<file path="src/rtl/alu_issue.sv">
// Decode/issue front end for the registered ALU: accepts one RV32I OP/OP-IMM/LUI/AUIPC
// instruction, drives ALU operands, and writes the result back. Optional counters: ALU_ISSUE_PERF_EN.
//
// state    | meaning
// IDLE     | ready for an instruction; latch word and PC on handshake
// RFWAIT   | synchronous register-file read in progress (RF_READ_LAT=1 only)
// DECODE   | operands/func/control registered; illegal pulses here
// EXEC     | operands stable, ALU samples them at the closing edge
// WB       | ALU result written back to rd (suppressed for x0)
module alu_issue #(
  parameter int RF_READ_LAT = 0
) (
  input  logic        clk,
  input  logic        rst_n,
  input  logic        instr_valid,
  output logic        instr_ready,
  input  logic [31:0] instr,
  input  logic [31:0] instr_pc,
  output logic [4:0]  rs1_addr,
  output logic [4:0]  rs2_addr,
  input  logic [31:0] rs1_data,
  input  logic [31:0] rs2_data,
  output logic [31:0] alu_in_A,
  output logic [31:0] alu_in_B,
  output logic [2:0]  alu_func,
  output logic        alu_control,
  input  logic [31:0] alu_out,
  output logic        rd_we,
  output logic [4:0]  rd_addr,
  output logic [31:0] rd_data,
  output logic        illegal,
  output logic        busy
`ifdef ALU_ISSUE_PERF_EN
  ,
  output logic [31:0] retired_count,
  output logic [31:0] illegal_count
`endif
);

  localparam logic [6:0] OPC_OP    = 7'b0110011;
  localparam logic [6:0] OPC_IMM   = 7'b0010011;
  localparam logic [6:0] OPC_LUI   = 7'b0110111;
  localparam logic [6:0] OPC_AUIPC = 7'b0010111;

  typedef enum logic [2:0] {
    S_IDLE,
    S_RFWAIT,
    S_DECODE,
    S_EXEC,
    S_WB
  } state_t;

  state_t      state;
  logic [31:0] instr_q;
  logic [31:0] pc_q;

  logic [6:0]  op;
  logic [2:0]  f3;
  logic [6:0]  f7;
  logic [31:0] dec_a;
  logic [31:0] dec_b;
  logic [2:0]  dec_func;
  logic        dec_ctrl;

  // Legality depends only on the instruction word, so it can be judged before operands arrive.
  function automatic logic is_legal(input logic [31:0] w);
    logic       f7_alt_ok;
    logic       f7_zero;
    f7_zero   = (w[31:25] == 7'b0000000);
    f7_alt_ok = f7_zero || (w[31:25] == 7'b0100000);
    case (w[6:0])
      OPC_OP:    is_legal = (w[14:12] == 3'b000 || w[14:12] == 3'b101) ? f7_alt_ok : f7_zero;
      OPC_IMM:   is_legal = (w[14:12] == 3'b001) ? f7_zero :
                            (w[14:12] == 3'b101) ? f7_alt_ok : 1'b1;
      OPC_LUI:   is_legal = 1'b1;
      OPC_AUIPC: is_legal = 1'b1;
      default:   is_legal = 1'b0;
    endcase
  endfunction

  assign op = instr_q[6:0];
  assign f3 = instr_q[14:12];
  assign f7 = instr_q[31:25];

  always_comb begin
    dec_a    = rs1_data;
    dec_b    = rs2_data;
    dec_func = f3;
    dec_ctrl = 1'b0;
    case (op)
      OPC_OP: begin
        if (f3 == 3'b000 && f7[5]) begin
          dec_b = 32'd0 - rs2_data;
        end else if (f3 == 3'b001 || f3 == 3'b101) begin
          dec_b    = {27'b0, rs2_data[4:0]};
          dec_ctrl = f7[5];
        end
      end
      OPC_IMM: begin
        if (f3 == 3'b001 || f3 == 3'b101) begin
          dec_b    = {27'b0, instr_q[24:20]};
          dec_ctrl = f7[5];
        end else begin
          dec_b = {{20{instr_q[31]}}, instr_q[31:20]};
        end
      end
      OPC_LUI: begin
        dec_a    = {instr_q[31:12], 12'b0};
        dec_b    = 32'd0;
        dec_func = 3'b000;
        dec_ctrl = 1'b1;
      end
      OPC_AUIPC: begin
        dec_a    = pc_q;
        dec_b    = {instr_q[31:12], 12'b0};
        dec_func = 3'b000;
      end
      default: ;
    endcase
  end

  always_ff @(posedge clk or negedge rst_n) begin
    if (!rst_n) begin
      state       <= S_IDLE;
      instr_q     <= '0;
      pc_q        <= '0;
      alu_in_A    <= '0;
      alu_in_B    <= '0;
      alu_func    <= '0;
      alu_control <= 1'b0;
      rd_we       <= 1'b0;
      illegal     <= 1'b0;
    end else begin
      rd_we <= 1'b0;
      case (state)
        S_IDLE: begin
          if (instr_valid) begin
            instr_q <= instr;
            pc_q    <= instr_pc;
            if (RF_READ_LAT != 0) begin
              state <= S_RFWAIT;
            end else begin
              state   <= S_DECODE;
              illegal <= !is_legal(instr);
            end
          end
        end
        S_RFWAIT: begin
          state   <= S_DECODE;
          illegal <= !is_legal(instr_q);
        end
        S_DECODE: begin
          illegal <= 1'b0;
          if (illegal) begin
            state <= S_IDLE;
          end else begin
            alu_in_A    <= dec_a;
            alu_in_B    <= dec_b;
            alu_func    <= dec_func;
            alu_control <= dec_ctrl;
            state       <= S_EXEC;
          end
        end
        S_EXEC: begin
          state <= S_WB;
          rd_we <= (instr_q[11:7] != 5'd0);
        end
        S_WB:    state <= S_IDLE;
        default: state <= S_IDLE;
      endcase
    end
  end

  assign instr_ready = (state == S_IDLE);
  assign busy        = (state != S_IDLE);
  assign rs1_addr    = instr_q[19:15];
  assign rs2_addr    = instr_q[24:20];
  assign rd_addr     = instr_q[11:7];
  // The registered ALU result only appears during WB, so it is forwarded rather than re-registered.
  assign rd_data     = rd_we ? alu_out : 32'd0;

`ifdef ALU_ISSUE_PERF_EN
  always_ff @(posedge clk or negedge rst_n) begin
    if (!rst_n) begin
      retired_count <= '0;
      illegal_count <= '0;
    end else begin
      if (state == S_WB) retired_count <= retired_count + 32'd1;
      if (state == S_DECODE && illegal) illegal_count <= illegal_count + 32'd1;
    end
  end
`endif

endmodule

</file>
<file path="config.mk">
export PLATFORM = sky130hd
export DESIGN_NAME = alu_issue
export DESIGN_NICKNAME = d
export VERILOG_FILES = /design/src/rtl/alu_issue.sv
export SDC_FILE = /design/constraint.sdc
export NUM_CORES = 1
export LEC_CHECK = 0
export CORE_MARGIN = 2
export CORE_UTILIZATION = 47
export CTS_BUF_LIST = sky130_fd_sc_hd__clkbuf_2 sky130_fd_sc_hd__clkbuf_4 sky130_fd_sc_hd__clkbuf_8
export CTS_CLUSTER_DIAMETER = 40
export CTS_CLUSTER_SIZE = 10
export DETAILED_ROUTE_END_ITERATION = 10
export GPL_ROUTABILITY_DRIVEN = 0
export PLACE_DENSITY = 0.84
export SYNTH_ARGS = -nofsm -noshare
export SYNTH_HDL_FRONTEND = slang
export SYNTH_SLANG_ARGS = --single-unit
</file>
<file path="constraint.sdc">
create_clock -name clk -period 2.88 [get_ports clk]
set_input_delay 0.288 -clock clk [delete_from_list [all_inputs] [get_ports clk]]
set_output_delay 0.288 -clock clk [all_outputs]
set_load 0.05 [all_outputs]
</file>
==> reports/qor.txt <==
Inserted Clock Buffers: 17
DR pass1 iterations: 6
worst path required time: 2.59 ns
antenna violations before repair: 0
PortBufs: 281
maximum root-to-sink buffer count: 2
RSZ-0062 raised after global routing: false
worst skew pair latency: 0.45 ns
IR drop worst, VDD: 0.722 mV
EDFF count, synth: 0
headroom to the max-slew limit: 39.3%
worst setup path class: flop to output pin
DR vias/cell: 5.75
Internal: 6.55 mW
Layout Skew: 0.0104 ns
ys flop type: dfrtp_1
worst-margin pin slew: 0.911 ns
Post-DRT Antenna Nets: 0
I/O pin count: 282
syn nets: 957
Post-CTS Hold Buffers: 1
setup TNS: 0 ns
CP max FO: 33
DR DRC count: 0
Synth area leaders: dfrtp_1 44%, mux2_2 12%, mux2i_1 5.4%
MaxCap Viol Count: 0
post-synthesis cell area: 0.00779 mm^2
root buf cell: clkbuf_8
Post-CTS Setup Bufs: 0
final setup fails: 0
Syn Inst Count: 793
CP endpoint kind: output pin
Post-DP HPWL: 18200 um
Resized Gates After CTS: 0
fill cell count: 1263
DRT Wirelength: 25400 um
vias in the first global route: 7234
LEAKAGE: 4.63 nW
die area: 0.0176 mm^2
Compound-Gate Fraction of Synth Area: 15.4%
Slew Limit Fails: 0
area leader, netlist: dfrtp_1
clock power share: 12.7%
status: completed
Worst-path clk slew: 0.09 ns
layout cells sized above 1: 15.1%
NetSw: 6.24 mW
clock sinks: 137
fin area: 0.0112 mm^2
Comb pwr share: 58.2%
Die Wd: 133 um
distinct cell type count after synthesis: 66
drt wl/cell: 19.8 um
via count: 7379
Synth warnings: 0
share of the synthesized area in the top cell type: 44.0%
Syn-to-layout area delta: 43.6%
Startpoint Class: flop
simple-gate share of the synthesized area: 17.8%
sw frac: 48.8%
Critical Path AT: 2.35 ns
FMAX: 0.379 GHz
die height: 133 um
antenna cell count: 0
post-synthesis mux area share: 17.8%
CTS H-tree lvls: 4
R2R setup slack: 0.47 ns
min-delay worst type: input port to asynchronous set/reset pin
crit path time final: 2.64 ns
first-pass GRT wire length: 39500 um
initial DRC count: 708
PwrDens: 1140 mW/mm^2
syn_area_per_cell: 9.83 um^2
top-count cell post-synth: dfrtp_1
CTS tree: done
grt ovf: 0
main combinational cell family by area after synthesis: simple AND/OR/NAND/NOR gates
final worst path period share: 91.5%
Layout Nets: 1215
core area: 0.0164 mm^2
largest net degree at the start of global routing: 89
most instantiated cells after synthesis: 137 x dfrtp_1, 86 x mux2_2, 79 x nand2_1
gr usage total: 28.7%
Hold Slack: 0.310 ns
DP Area: 0.0108 mm^2
Sequential Power Share: 29.1%
FP Rows: 47
Seq/Total Area, Yosys: 44.0%
register bit total from synthesis: 137
Post-Synth XOR/XNOR Area: 0.225%
final count of hold timing violations: 0
Adder-Cell Fraction of Synth Area: 0.161%
initial core utilization: 47.5%
Post-synth ARST share: 100%
[cells by family (layout without fill, tap and decap cells)]
group / after synthesis / in the layout
fa+ha+maj: 1 / 1
flops: 137 / 137
mux: 128 / 128
xor+xnor: 2 / 2
simple gates: 263 / 263
buf+inv: 75 / 346
compound gates: 187 / 187
[worst paths after layout]
check,cells after the start,from,end
max in group asynchronous,3,rst_n,alu_func[1]
max,2,rd_we,rd_data[11]
min in group clk,2,instr_pc[20],pc_q[20]
min,2,rst_n,alu_in_B[28]
min reg2reg,2,alu_func[1],alu_func[1]
max reg2reg,6,state[0],alu_in_B[3]
[layout by cell type (no fill, tap or decap), types with 4 or more instances in the layout]
cell,n
o21a_1,4
a21oi_1,31
a211oi_1,10
mux2i_1,42
or3_1,6
and3_1,5
clkbuf_8,18
o21ai_0,63
clkinvlp_4,5
inv_1,6
a21o_1,4
and2_1,36
clkdlybuf4s50_1,280
a22oi_1,11
dfrtp_1,136
nand2_1,78
nand2b_1,6
o22ai_1,7
mux2_2,86
nor4_1,10
nor2b_1,18
o31ai_1,9
o311a_1,7
a31oi_1,10
o41ai_1,4
nor2_1,50
nor3_1,10
nand3_1,11
buf_4,22
nand4_1,4
o211ai_1,9
[state kept, by name (all words and copies together) (netlist names)]
| name | cells |
|---|---|
| rd_we | 1 |
| alu_in_B | 32 |
| pc_q | 32 |
| state | 3 |
| alu_func | 3 |
| alu_in_A | 32 |
| alu_control | 1 |
| instr_q | 32 |
| illegal | 1 |
[layout make-up]
| class | count | area, um^2 | share of cell area, % |
|---|---|---|---|
| Timing Repair Buffer | 307 | 3050 | 27.3 |
| Sequential cell | 137 | 3430 | 30.7 |
| Clock buffer | 18 | 248 | 2.21 |
| Inverter | 7 | 26.3 | 0.235 |
| Tap cell | 220 | 275 | 2.46 |
| Multi-Input combinational cell | 581 | 4010 | 35.9 |
| Clock inverter | 14 | 148 | 1.32 |
[critical path, stage by stage, from the launching register on]
cell and delay, ns:
dfrtp_1 0.81, and2_1 0.26, clkdlybuf4s50_1 0.83
[power groups by stage]
stage	clock network (mW)	registers, mW	logic [mW]
after global placement	0	3.71	7.30
after detailed placement	0	3.74	7.42
after global routing	1.72	3.84	7.86
after CTS	1.65	3.72	7.45
final	1.62	3.72	7.44
after floorplan	0	5.02	3.67
[per-stage QoR]
stage,setup slack [ns],power (mW),std cells,utilization [%]
global route,0.0795,13.4,1284,68.2
global placement,0.215,11.0,1251,65.7
detailed placement,0.221,11.2,1251,65.7
floorplan,0.186,8.70,793,-
finish,0.243,12.8,1284,68.2
CTS,0.208,12.8,1284,68.2
[metal layers]
metal / track usage [%] / wire [um] / share of wire (%)
met4: 10.4 / 750 / 3.0
met3: 8.43 / 2230 / 8.8
met5: 0 / 0 / 0
met2: 44.8 / 11900 / 47
met1: 38.1 / 10500 / 41
No activity file was read; power rests on OpenSTA's default activity.
